===== config.mk =====
export PLATFORM = sky130hd
export DESIGN_NAME = ucsbece154b_branch_predictor
export DESIGN_NICKNAME = d
export VERILOG_FILES = /design/src/rtl/ucsbece154b_branch_predictor.sv
export SDC_FILE = /design/constraint.sdc
export NUM_CORES = 2
export LEC_CHECK = 0
export ABC_AREA = 0
export ABC_CLOCK_PERIOD_IN_PS = 8300
export CAP_MARGIN = 0
export CORE_ASPECT_RATIO = 0.8
export CORE_MARGIN = 1
export CORE_UTILIZATION = 65
export CTS_CLUSTER_DIAMETER = 100
export DETAILED_ROUTE_END_ITERATION = 12
export HOLD_SLACK_MARGIN = 0.1
export PLACE_DENSITY = 0.82
export SLEW_MARGIN = 20
export SYNTH_ARGS = -nofsm -noshare
export SYNTH_HDL_FRONTEND = slang
export SYNTH_SLANG_ARGS = --single-unit
export TNS_END_PERCENT = 50

===== constraint.sdc =====
create_clock -name clk -period 8.3 [get_ports clk]
set_input_delay 2.075 -clock clk [delete_from_list [all_inputs] [get_ports clk]]
set_output_delay 2.075 -clock clk [all_outputs]
set_load 0.005 [all_outputs]

===== src/rtl/ucsbece154b_branch_predictor.sv =====
// Fetch-stage predictor: direct-mapped BTB plus gshare PHT of 2-bit counters.
// Prediction is combinational from PCF_i; training happens at resolve from Execute.
module ucsbece154b_branch_predictor #(
  parameter int NUM_BTB_ENTRIES = 32,
  parameter int NUM_GHR_BITS    = 5
) (
  input  logic                    clk,
  input  logic                    reset,
  input  logic [31:0]             PCF_i,
  output logic                    BranchTakenF_o,
  output logic [31:0]             BTBtargetF_o,
  output logic [NUM_GHR_BITS-1:0] PHTindexF_o,
  input  logic [31:0]             PCE_i,
  input  logic [31:0]             PCTargetE_i,
  input  logic                    BranchE_i,
  input  logic                    JumpE_i,
  input  logic                    BranchTakenE_i,
  input  logic [NUM_GHR_BITS-1:0] PHTindexE_i
);

  localparam int IDX_W = $clog2(NUM_BTB_ENTRIES);
  localparam int TAG_W = 32 - IDX_W - 2;
  localparam int PHT_N = 1 << NUM_GHR_BITS;

  logic [NUM_BTB_ENTRIES-1:0]  valid_q;
  logic [NUM_BTB_ENTRIES-1:0]  jump_q;
  logic [NUM_BTB_ENTRIES-1:0]  branch_q;
  logic [TAG_W-1:0]            tag_q    [NUM_BTB_ENTRIES];
  logic [31:0]                 target_q [NUM_BTB_ENTRIES];
  logic [PHT_N-1:0][1:0]       pht_q;
  logic [NUM_GHR_BITS-1:0]     ghr_q, ghr_d;
  logic [1:0]                  pht_d;

  logic [IDX_W-1:0]        f_idx, e_idx;
  logic [TAG_W-1:0]        f_tag, e_tag;
  logic [NUM_GHR_BITS-1:0] f_pht_idx;
  logic                    f_hit, f_taken, upd_en;
  logic                    unused_pc_bits;

  assign unused_pc_bits = ^{PCF_i[1:0], PCE_i[1:0]};

  // Fetch lookup: reads pre-update table contents, so a same-cycle write is not bypassed.
  assign f_idx     = PCF_i[IDX_W+1:2];
  assign f_tag     = PCF_i[31:IDX_W+2];
  assign f_pht_idx = PCF_i[NUM_GHR_BITS+1:2] ^ ghr_q;
  assign f_hit     = valid_q[f_idx] && (tag_q[f_idx] == f_tag);
  assign f_taken   = reset && f_hit &&
                     (jump_q[f_idx] || (branch_q[f_idx] && pht_q[f_pht_idx][1]));

  assign BranchTakenF_o = f_taken;
  assign BTBtargetF_o   = f_taken ? target_q[f_idx] : 32'h0;
  assign PHTindexF_o    = f_pht_idx;

  assign e_idx  = PCE_i[IDX_W+1:2];
  assign e_tag  = PCE_i[31:IDX_W+2];
  assign upd_en = BranchE_i || JumpE_i;

  always_comb begin
    pht_d = pht_q[PHTindexE_i];
    if (BranchTakenE_i) begin
      if (pht_d != 2'b11) pht_d = pht_d + 2'b01;
    end else begin
      if (pht_d != 2'b00) pht_d = pht_d - 2'b01;
    end
    ghr_d = {ghr_q[NUM_GHR_BITS-2:0], BranchTakenE_i};
  end

  always_ff @(posedge clk) begin
    if (!reset) begin
      valid_q <= '0;
      pht_q   <= {PHT_N{2'b01}};
      ghr_q   <= '0;
    end else begin
      if (upd_en) valid_q[e_idx] <= 1'b1;
      if (BranchE_i) begin
        pht_q[PHTindexE_i] <= pht_d;
        ghr_q              <= ghr_d;
      end
    end
  end

  // Entry payload needs no reset; valid_q gates it. Reset still blocks the write.
  always_ff @(posedge clk) begin
    if (reset && upd_en) begin
      tag_q[e_idx]    <= e_tag;
      target_q[e_idx] <= PCTargetE_i;
      jump_q[e_idx]   <= JumpE_i;
      branch_q[e_idx] <= BranchE_i;
    end
  end

endmodule


=== Word level (Yosys, flattened, before mapping) ===
Memories as Yosys holds them, arrays and structs flattened.
Cells that the tools add are included.

* Add/subtract/negate cells: 2
* $lt $le $gt $ge: 6
* Bitwise logic cells: 2
* Reductions and logical operators: 10
* Mux-type cells: 23
* Equality and inequality tests: 2

{| class="wikitable"
|+ Operators with widths
! operator !! number
|-
| $bwmux 32 || 2
|-
| $bwmux 64 || 1
|-
| $mux 32 || 1
|-
| $or 32x32->32 || 1
|-
| $eq 25x25->1 || 1
|-
| $lt 5x6->1 const B || 4
|-
| $bmux 2 s5 || 2
|-
| $bmux 1 s5 || 3
|-
| $mux 2 || 6
|-
| $demux 2 s5 || 1
|-
| $ge 5x1->1 const B || 2
|-
| $logic_and 1x1->1 || 7
|-
| $mux 1 || 6
|-
| $demux 1 s5 || 1
|-
| $xor 5x5->5 || 1
|-
| $add 2x1->2 const B || 1
|-
| $logic_or 1x1->1 || 2
|-
| $ne 2x2->1 const B || 1
|-
| $reduce_bool 2->1 || 1
|-
| $sub 2x1->2 const B || 1
|}

* Memories kept: 2
* Register bits: 165
* Output and inout port bits: 38
* Bits of input ports: 106
* Memory bits (writable): 1824
* Logic and storage cells: 83

{| class="wikitable"
|+ Memory list
! memory !! depth !! width !! read ports !! clocked after Yosys merged registers in !! write ports !! RTL line !! text
|-
| target_q || 32 || 32 || 1 || 0 || 1 || 29 || <nowiki>logic [31:0] target_q [NUM_BTB_ENTRIES];</nowiki>
|-
| tag_q || 32 || 25 || 1 || 0 || 1 || 28 || <nowiki>logic [TAG_W-1:0] tag_q [NUM_BTB_ENTRIES];</nowiki>
|}

=== Longest topological paths before layout ===
* Depth in word-level cells: 7
* Mapped depth: 16
* Gate-level depth less buffers: 9

=== Least setup slack after synthesis ===
No wires, ideal clock.

* Kind: in2out
* From: in PCF_i[3]
* To: out BTBtargetF_o[22]
* Arrival time: 4.937 ns
* Stages on the path: 14
* Path buffers: 6
* Setup slack: 1.288 ns
* Cell sequence: buf_2 -> buf_6 -> buf_6 -> buf_6 -> buf_2 -> mux4_1 -> mux2_2 -> a22oi_2 -> o221ai_2 -> xor2_1 -> nor4_4 -> nand4_4 -> buf_6 -> a2111oi_2

* Longest elaborated chain between the ends: 7
* Elaborated cells on any way between the ends: 18

{| class="wikitable"
|+ RTL lines
! element !! RTL line !! text
|-
| from (decl) || 9 || <nowiki>input logic [31:0] PCF_i,</nowiki>
|-
| branches (longest 6 deep; another with $mem_v2 32x25) || -- ||
|-
| $mux 32 * || 51 || <nowiki>assign BTBtargetF_o = f_taken ? target_q[f_idx] : 32'h0;</nowiki>
|-
| to (decl) || 11 || <nowiki>output logic [31:0] BTBtargetF_o,</nowiki>
|}

Every way passes the cells marked *. The select of a mux whose other input is x is not followed.

=== Worst setup path after layout ===
* From: in PCF_i[3]
* To: out BTBtargetF_o[0]

Same word-level chain as after synthesis.

==> flow_summary.yaml <==
logic_synthesis:
  yosysSeqAreaShare_pct: 75.8
  synth_top_area_cell: "edfxtp_1"
  synth_edf_count: 1888
  synth_compound_area_share_pct: 2.89
  synthSimpleGateAreaFrac_pct: 2.26
  yosys.area.top_type_share_pct: 73.1
  syn_nets: 3672
  asyncSetResetFlopFracSynth_pct: 0
  avgSynthCellArea_sq_um: 21.7
  synth_top_family_by_area: "multiplexers"
  ys_types: 60
  syn_inst: 3566
  synth_area_sq_um: 77500
  synth_warnings: 0
  synth_fa_ha_area_share_pct: 0.0258
  synthMuxAreaShare_pct: 17.3
  ys.flop_type: "edfxtp_1"
  ys_ff_latch: 1989
  ys_top_cells_by_area: "edfxtp_1 (73%), mux4_2 (15%), dfxtp_1 (2.6%)"
  synth_xor_area_share_pct: 0.315
timing:
  slew_viol_final: 0
  setup_viol: 2
  fin_crit_sh_pct: 101
  tightest_slew_ns: 1.22
  hold_viol_final: 0
  grt_setup_unrepaired: "true"
  slew_headroom_pct: 18.4
  fmax_mhz: 120
  fin_crit_ns: 8.36
  fin_skew_ns: 0.0113
  setup_ws_ns: -0.0648
route:
  wl_met2_mm: 105
  wl_mm: 216
  met1Wirelength_mm: 72.8
  met3WireLength_mm: 27.3
  ant_nets: 0
  drt_iter0_drc: 6679
  maxUsedRoutingLayer: "met5"
  wl_per_cell_um: 39.0
  route.detailed.drc: 0
  via_per_inst: 7.53
  via_count: 41700
  drt_pass1_iterations: 6
clock_tree:
  post_cts_buffers: 0
  cts_root_buf: "clkbuf_16"
  postCtsHoldBufs: 0
  cts_max_level: 4
  clock_path_buffers: 3
  cts_tree: "done"
  cts_made_buffers: 178
  insertion_delay_ns: 0.82
  clk_transition_reported_paths_ns: 0.06
  clkSinkCount: 1989
worst_setup_path:
  critPathKind: "input pin to output pin"
  crit_fanout: 40
  r2r_cells: 8
  start_kind: "input pin"
  worst_setup_path_end_kind: "output pin"
  worstPathArrival_ns: 6.29
  cp.required_ns: 6.23
run:
  cap_viol_max_count: 0
global_route:
  grt_pass1_vias: 42100
  antenna_found_initial: 17
  grt.overflow.total: 0
  grt_max_degree: 104
  track_usage_pct: 36.2
  grt_pass1_wl_mm: 304
layout:
  final_cell_mix: "edfxtp_1 (1,888), mux4_2 (499), clkbuf_16 (183)"
  fin_util_pct: 74.5
  area_growth_pct: 12.9
  layout.nets: 3954
  final_cells: 5532
  fillerInstances: 5989
  drive_gt1_share_pct: 25.7
  final_common_cell: "edfxtp_1"
floorplanning:
  initial_core_util_pct: 66.0
  die_h_um: 311
  rows: 112
  io_pins: 144
  die_w_um: 388
  core_sq_um: 117000
  die_area_sq_um: 121000
hold_path:
  min_path_cells: 1
  hold_class: "flop to flop"
placement:
  port_buffers: 139
  place.gp.congestion: 0.820
  placed_cells: 5207
  dp_hpwl_mm: 105
  post-place-ws_ns: -0.161
pwr:
  p_leak_nw: 28.2
  p_total_mw: 20.4
  vdd_drop_max_v: 0.000246
  power_density_nw_per_um2: 233
run_status:
  violations: "setup timing"
  status: "finished, violations left"
==> cell type report <==
cell class                 instances  area [sq um]  share of cell area, %
antenna                            9          22.5                 0.0257
clock buffer                     208          4700                   5.38
clock inverter                   108           948                   1.08
inverter                          12          52.6                 0.0601
multi-input combinational       1360         18000                   20.6
sequential                      1989         58700                   67.1
tap                             1539          1930                   2.20
timing repair buffer             307          3120                   3.57
==> repair_timing <==
item / in CTS / in global routing
pin swaps: 1 / 1
setup endpoints to repair: 25 / 7
resized for setup: 6 / 3
gates cloned: 0 / 0
==> sequential cells by signal, summed over array words and instances (netlist names) <==
| register | flops |
|---|---|
| valid_q | 32 |
| jump_q | 32 |
| target_q | 1024 |
| branch_q | 32 |
| tag_q | 800 |
| ghr_q | 5 |
| pht_q | 64 |
==> report_power, final <==
group | internal [mW] | switching, mW
logic | 0.446 | 0.669
registers | 11.1 | 0.0365
clock network | 4.42 | 3.77
total | 15.9 | 4.48
==> worst max-delay path, stage by stage <==
cell and delay, ns:
buf_12 0.28, buf_12 0.25, mux4_2 0.50, and2_1 0.18, a211oi_1 0.47, a21oi_1 0.11, o211ai_1 0.17, buf_4 0.22
xor2_1 0.29, nand4_4 0.15, buf_12 0.21, a2111oi_1 0.46, buf_4 0.20, clkdlybuf4s50_1 0.50
==> per-stage QoR <==
| stage | area (sq um) | hold WS, ns | setup TNS [ns] |
|---|---|---|---|
| after floorplan | 77500 | 0.421 | 0 |
| after global placement | 81700 | 0.427 | -0.132 |
| after detailed placement | 81700 | 0.439 | -0.523 |
| after CTS | 87400 | 0.451 | 0 |
| after global routing | 87500 | 0.475 | -0.108 |
| final | 87500 | 0.448 | -0.0839 |
==> logic make-up (layout without fill, tap and decap cells) <==
kind of cell	Yosys count	in the layout
adders and majority gates	2	2
other	0	9
buffers and inverters	217	635
AOI/OAI and AO/OA	269	269
muxes	672	672
xor gates and xnor gates	27	27
and+or+nand+nor	390	390
DFF	1989	1989
==> synthesized netlist by cell type (16+ instances only) <==
cell type and n:
mux4_2 499, a2111oi_2 29, edfxtp_1 1888, dfxtp_1 101, o21ai_0 53, mux2i_1 133, nor2_1 99, a21o_1 32
mux4_1 26, nand3_1 47, o211a_1 33, a22oi_1 43, buf_6 16, clkbuf_1 85, a221oi_1 26, buf_2 88
nand2_1 174, nor2b_1 17
==> worst paths after layout <==
check	startpoint	endpoint	slack, ns
max	PCF_i[3]	BTBtargetF_o[0]	-0.06
min	valid_q[31]	valid_q[31]	0.45
max reg2reg	pht_q[55]	pht_q[50]	5.86
min reg2reg	valid_q[31]	valid_q[31]	0.45
==> layer usage <==
metal	vias to the layer above	global-route usage, %
met2	3922	56.9
met4	14	17.2
met1	21500	48.5
met3	714	8.83
li1	15600	-
met5	-	0
Power figures use the tool's default switching activity.
